### src/rtl/dmem_pkg.sv
// rtl/dmem_pkg.sv - shared constants and types for the data-memory responder
package dmem_pkg;

    localparam logic [31:0] MMIO_CYCLE_OFF  = 32'h0;
    localparam logic [31:0] MMIO_TIMER_OFF  = 32'h4;
    localparam logic [31:0] MMIO_STATUS_OFF = 32'h8;

    localparam int unsigned STATUS_EXPIRED_BIT = 0;
    localparam int unsigned STATUS_FAULT_BIT   = 1;

    typedef enum logic [1:0] {
        IDLE    = 2'd0,
        RUN     = 2'd1,
        EXPIRED = 2'd2
    } timer_state_e;

endpackage

### src/rtl/dmem_timer.sv
// rtl/dmem_timer.sv - down-counting MMIO timer with load strobe and expire pulse
module dmem_timer
    import dmem_pkg::*;
(
    input  logic        clk,
    input  logic        rst,
    input  logic        load_i,
    input  logic [31:0] load_val_i,
    output logic [31:0] count_o,
    output logic        expire_o
);

    timer_state_e state_q, state_d;
    logic [31:0]  count_q, count_d;

    always_ff @(posedge clk or negedge rst) begin
        if (!rst) begin
            state_q <= IDLE;
            count_q <= '0;
        end else begin
            state_q <= state_d;
            count_q <= count_d;
        end
    end

    // A load always takes priority over the countdown, even on the expiring cycle.
    always_comb begin
        state_d = state_q;
        count_d = count_q;
        unique case (state_q)
            IDLE, EXPIRED: begin
                if (load_i && (load_val_i != 32'd0)) begin
                    state_d = RUN;
                    count_d = load_val_i;
                end
            end
            RUN: begin
                if (load_i) begin
                    if (load_val_i == 32'd0) begin
                        state_d = IDLE;
                        count_d = '0;
                    end else begin
                        count_d = load_val_i;
                    end
                end else if (count_q == 32'd1) begin
                    state_d = EXPIRED;
                    count_d = '0;
                end else begin
                    count_d = count_q - 32'd1;
                end
            end
            default: begin
                state_d = IDLE;
                count_d = '0;
            end
        endcase
    end

    always_comb begin
        count_o  = count_q;
        expire_o = (state_q == RUN) && !load_i && (count_q == 32'd1);
    end

endmodule

### src/rtl/dmem_responder.sv
// rtl/dmem_responder.sv - M-stage data memory: word RAM with posted write buffer plus MMIO block
module dmem_responder
    import dmem_pkg::*;
#(
    parameter int unsigned DEPTH     = 64,
    parameter logic [31:0] MMIO_BASE = 32'h0000_0800
) (
    input  logic        clk,
    input  logic        rst,
    input  logic        we_dm,
    input  logic [31:0] addr,
    input  logic [31:0] wd,
    output logic [31:0] rd_dm,
    output logic        timer_irq,
    output logic        fault
);

    localparam int unsigned AW        = $clog2(DEPTH);
    localparam logic [31:0] RAM_BYTES = 32'(DEPTH * 4);

    logic [31:0]   mem_q [DEPTH];

    logic          buf_valid_q, buf_valid_d;
    logic [AW-1:0] buf_idx_q,   buf_idx_d;
    logic [31:0]   buf_data_q,  buf_data_d;

    logic [31:0]   cycle_q, cycle_d;
    logic [1:0]    status_q, status_d;

    logic [AW-1:0] idx;
    logic [31:0]   mmio_off;
    logic          aligned, ram_hit, cyc_hit, tmr_hit, st_hit;
    logic          ram_we, tmr_load, st_w1c, fault_set;
    logic [31:0]   tmr_count;
    logic          tmr_expire;

    // Address decode; RAM and MMIO windows never overlap since MMIO_BASE >= DEPTH*4.
    always_comb begin
        idx      = addr[AW+1:2];
        mmio_off = addr - MMIO_BASE;
        aligned  = (addr[1:0] == 2'b00);
        ram_hit  = aligned && (addr < RAM_BYTES);
        cyc_hit  = aligned && !ram_hit && (addr >= MMIO_BASE) && (mmio_off == MMIO_CYCLE_OFF);
        tmr_hit  = aligned && !ram_hit && (addr >= MMIO_BASE) && (mmio_off == MMIO_TIMER_OFF);
        st_hit   = aligned && !ram_hit && (addr >= MMIO_BASE) && (mmio_off == MMIO_STATUS_OFF);

        ram_we    = we_dm && ram_hit;
        tmr_load  = we_dm && tmr_hit;
        st_w1c    = we_dm && st_hit;
        fault_set = we_dm && !(ram_hit || cyc_hit || tmr_hit || st_hit);
    end

    dmem_timer u_timer (
        .clk        (clk),
        .rst        (rst),
        .load_i     (tmr_load),
        .load_val_i (wd),
        .count_o    (tmr_count),
        .expire_o   (tmr_expire)
    );

    always_comb begin
        rd_dm = '0;
        if (ram_hit) begin
            rd_dm = (buf_valid_q && (buf_idx_q == idx)) ? buf_data_q : mem_q[idx];
        end else if (cyc_hit) begin
            rd_dm = cycle_q;
        end else if (tmr_hit) begin
            rd_dm = tmr_count;
        end else if (st_hit) begin
            rd_dm = {30'd0, status_q};
        end
    end

    // Hardware set wins over a simultaneous write-1-to-clear.
    always_comb begin
        buf_valid_d = ram_we;
        buf_idx_d   = ram_we ? idx : buf_idx_q;
        buf_data_d  = ram_we ? wd  : buf_data_q;
        cycle_d     = cycle_q + 32'd1;
        status_d    = status_q;
        status_d[STATUS_EXPIRED_BIT] = tmr_expire
            || (status_q[STATUS_EXPIRED_BIT] && !(st_w1c && wd[STATUS_EXPIRED_BIT]));
        status_d[STATUS_FAULT_BIT] = fault_set
            || (status_q[STATUS_FAULT_BIT] && !(st_w1c && wd[STATUS_FAULT_BIT]));
    end

    always_ff @(posedge clk or negedge rst) begin
        if (!rst) begin
            buf_valid_q <= 1'b0;
            buf_idx_q   <= '0;
            buf_data_q  <= '0;
            cycle_q     <= '0;
            status_q    <= '0;
        end else begin
            buf_valid_q <= buf_valid_d;
            buf_idx_q   <= buf_idx_d;
            buf_data_q  <= buf_data_d;
            cycle_q     <= cycle_d;
            status_q    <= status_d;
        end
    end

    // The old buffered entry drains into RAM on the same edge a new write refills the buffer.
    always_ff @(posedge clk) begin
        if (buf_valid_q) begin
            mem_q[buf_idx_q] <= buf_data_q;
        end
    end

    always_comb begin
        timer_irq = status_q[STATUS_EXPIRED_BIT];
        fault     = status_q[STATUS_FAULT_BIT];
    end

endmodule

### config.mk
export PLATFORM = sky130hd
export DESIGN_NAME = dmem_responder
export DESIGN_NICKNAME = d
export VERILOG_FILES = /design/src/rtl/dmem_pkg.sv /design/src/rtl/dmem_timer.sv /design/src/rtl/dmem_responder.sv
export SDC_FILE = /design/constraint.sdc
export NUM_CORES = 2
export LEC_CHECK = 0
export BUFFER_PORTS_ARGS = -buffer_cell sky130_fd_sc_hd__buf_2
export CAP_MARGIN = 0
export CORE_ASPECT_RATIO = 1.75
export CORE_MARGIN = 2
export CORE_UTILIZATION = 45
export DETAILED_ROUTE_END_ITERATION = 7
export PLACE_DENSITY_LB_ADDON = 0.15
export SLEW_MARGIN = 10
export SYNTH_ARGS = -nofsm -noshare
export SYNTH_HDL_FRONTEND = slang
export SYNTH_SLANG_ARGS = --single-unit
### constraint.sdc
create_clock -name clk -period 14 [get_ports clk]
set_clock_uncertainty 0.15 [all_clocks]
set_input_delay 3.5 -clock clk [delete_from_list [all_inputs] [get_ports clk]]
set_output_delay 3.5 -clock clk [all_outputs]
set_load 0.05 [all_outputs]
==> results.py <==
metrics = {
    "timing": {
        "slew_headroom_pct": 31.87,
        "tns_ps": 0,
        "rsz0062_at_grt": "no",
        "finalHoldViolations": 0,
        "period_minus_slack_ps": 11070,
        "tightest_slew_ps": 1022,
        "hold_slack_ps": 332.2,
        "max_freq_mhz": 90.32,
        "period_share_pct": 79.09,
        "setup_viol": 0,
        "drv_slew": 0,
    },
    "finish": {
        "fin_nets": 4018,
        "drive_gt1_share_pct": 31.40,
        "area_growth_pct": 12.27,
        "layout_commonest_cell": "edfxtp_1",
        "fillCellCount": 14680,
        "final_cell_mix": "edfxtp_1, mux4_2, clkbuf_16",
    },
    "grt": {
        "track_usage_pct": 25.85,
        "grt_pass1_wl_mm": 337.4,
        "grt_max_degree": 102,
        "grt_pass1_vias": 42090,
        "antenna_found_initial": 22,
        "grt_overflow_total": 0,
    },
    "yosys": {
        "ys_warn_count": 0,
        "synth_edf_count": 2048,
        "yosysSeqAreaShare_pct": 76.21,
        "synthesis.instances": 3719,
        "avgSynthCellArea_sq_um": 22.64,
        "synth.net_count": 3790,
        "synthFlopType": "edfxtp_1",
        "ys_types": 71,
        "async_reset_ff_share_pct": 4.965,
        "synth_seq_cells": 2155,
        "synth_area_sq_mm": 0.08421,
    },
    "worst_setup_path": {
        "r2r-end": "u_timer.count_o[10]",
        "cpLargestDelayFamily": "multiplexers",
        "crit_start": "addr[2]",
        "critPathRequiredTime_ps": 10350,
        "critPathKind": "input pin to output port",
        "ff2ff_setup_slack_ps": 10070,
        "critical_path.cell_chain": "buf_8 -> buf_4 -> mux4_2 -> mux4_2 -> mux2i_1 -> o22ai_1 -> a21oi_1 -> a21oi_1 -> buf_2",
        "max_stage_delay_ps": 620,
        "crit_arrival_ps": 7420,
        "rr_worst_depth": 9,
        "cp.depth": 9,
        "regToRegStartpoint": "u_timer.count_o[9]",
        "cp-start-kind": "input pin",
        "path_buf_inv": 3,
        "path_max_fanout": 49,
        "cpMaxStageDelayCell": "buf_4",
        "critPathCaptureType": "output port",
    },
    "routing": {
        "via_per_inst": 6.258,
        "via_count": 40860,
        "drc": 0,
        "dr.first_iter.drc_count": 4956,
        "first_pass_iters": 5,
        "wl_per_cell_microns": 37.26,
        "wl_mm": 243.3,
        "ant_nets": 0,
    },
    "clocking": {
        "cts_root_buffer": "clkbuf_16",
        "cts_resized": 0,
        "cts.clk_slew.worst_paths_ps": 60,
        "clk_latency_ps": 820,
        "numClockSinks": 2155,
        "tritoncts": "yes",
        "numCtsBuffers": 193,
        "post_cts_buffers": 0,
        "clockBufferDepth": 4,
        "cts_hold_buf": 0,
        "htreeDepth": 4,
    },
    "die": {
        "fp.dieH_microns": 576.3,
        "initial_core_util_pct": 45.14,
        "die-area_sq_mm": 0.1908,
        "row_count": 210,
        "ios": 101,
        "die_w_microns": 331.0,
        "core_sq_mm": 0.1866,
    },
    "power": {
        "power_leakage_nw": 24.32,
        "power_density_mw_per_mm2": 130.6,
        "ir_worst_vdd_v": 0.00009075,
    },
    "min_path": {
        "min_from": "cycle_q[31]",
        "min_path_type": "register to register",
        "worstHoldEndpoint": "cycle_q[31]",
        "whs_path_depth": 1,
    },
    "place": {
        "dpl.hpwl_mm": 135.9,
        "place.gp.congestion": 1.039,
        "portBuffers": 100,
    },
    "run": {
        "max_cap_violations": 0,
    },
    "status": {
        "status": "finished clean",
    },
}
## metrics by stage
stage	power (mW)	instances	cell area [sq um]	util, %	worst slack [ps]
after floorplan	7.258	3719	84210	-	3890
after global placement	7.350	6190	88630	47.51	2906
after detailed placement	7.349	6190	88630	47.51	2926
after CTS	12.44	6521	94520	50.67	2917
after global routing	12.67	6523	94530	50.67	2639
final	12.34	6529	94540	50.68	2928
## synth_stat cells, types with 14 or more instances
cell	number	share of area, %
mux2_2	28	0.37
clkbuf_1	107	0.48
buf_2	31	0.18
xnor2_1	24	0.25
nor4_1	23	0.17
nand2_1	47	0.21
a221oi_1	30	0.31
dfrtp_1	107	3.2
buf_1	52	0.23
a21oi_1	84	0.50
nor2_1	108	0.48
a221o_1	17	0.20
o21ai_0	31	0.18
nand3_1	30	0.18
mux4_2	639	17
nand4_1	15	0.11
xor2_1	15	0.16
nor3_1	38	0.23
edfxtp_1	2048	73
nor2b_1	14	0.10
mux2i_1	65	0.77
o22ai_1	31	0.23
## cells by family after synthesis
logic type | synth area share, %
fa+ha+maj | 0.05943
mux | 18.34
buf+inv | 1.147
xor+xnor | 0.4056
simple gates | 2.052
compound gates | 1.784
flops | 76.21
## per-layer routing
layer  part of all wire, %  vias up  GRT usage [%]  wire (microns)
met5                 0.046        -              0             111
met4                   6.8       18          14.55           16480
met3                   6.2      543          4.076           14980
met2                    51     1737          44.03          124500
met1                    36    22260          31.34           87260
li1                      -    16300              -               -
## worst reg2reg max path, stage by stage, from the launching register on
cell     delay (ps)
dfrtp_1         560
or3_1           500
or4b_1          650
nor4_1          620
nor2b_1         160
o21ai_4          80
buf_4           490
nor3_1          160
nor3b_1         170
a221o_1         290
## worst max path at each step
| stage | slack [ps] | to |
|---|---|---|
| 2_1_floorplan | 3890 | rd_dm[4] |
| 3_3_place_gp | 2910 | rd_dm[11] |
| 3_5_place_dp | 2930 | rd_dm[11] |
| 4_1_cts | 2920 | rd_dm[11] |
| 5_1_grt | 2640 | rd_dm[22] |
| 6_report | 2930 | rd_dm[18] |
## area by class of cell
class                           instances  area, sq um  area share (%)
Timing Repair Buffer                  238         1743           1.844
Sequential cell                      2155        64220           67.92
Antenna cell                            8        20.02         0.02117
Inverter                               13        48.80         0.05161
Clock buffer                          239         5076           5.369
Tap cell                             2438         3050           3.227
Multi-Input combinational cell       1346        19570           20.70
Clock inverter                         92        820.8          0.8682
## report_power, final
group          switching (mW)  internal, mW
clock network            2.30          2.84
logic                   0.161        0.0982
registers         0.000000117          6.95
total                    2.46          9.88
## sequential cells by signal, summed over array words and instances (netlist names)
name             cells
cycle_q             32
u_timer.count_o     32
status_q             2
buf_data_q          32
u_timer.state_q      2
buf_valid_q          1
buf_idx_q            6
mem_q             2048
Power figures use the tool's default switching activity.
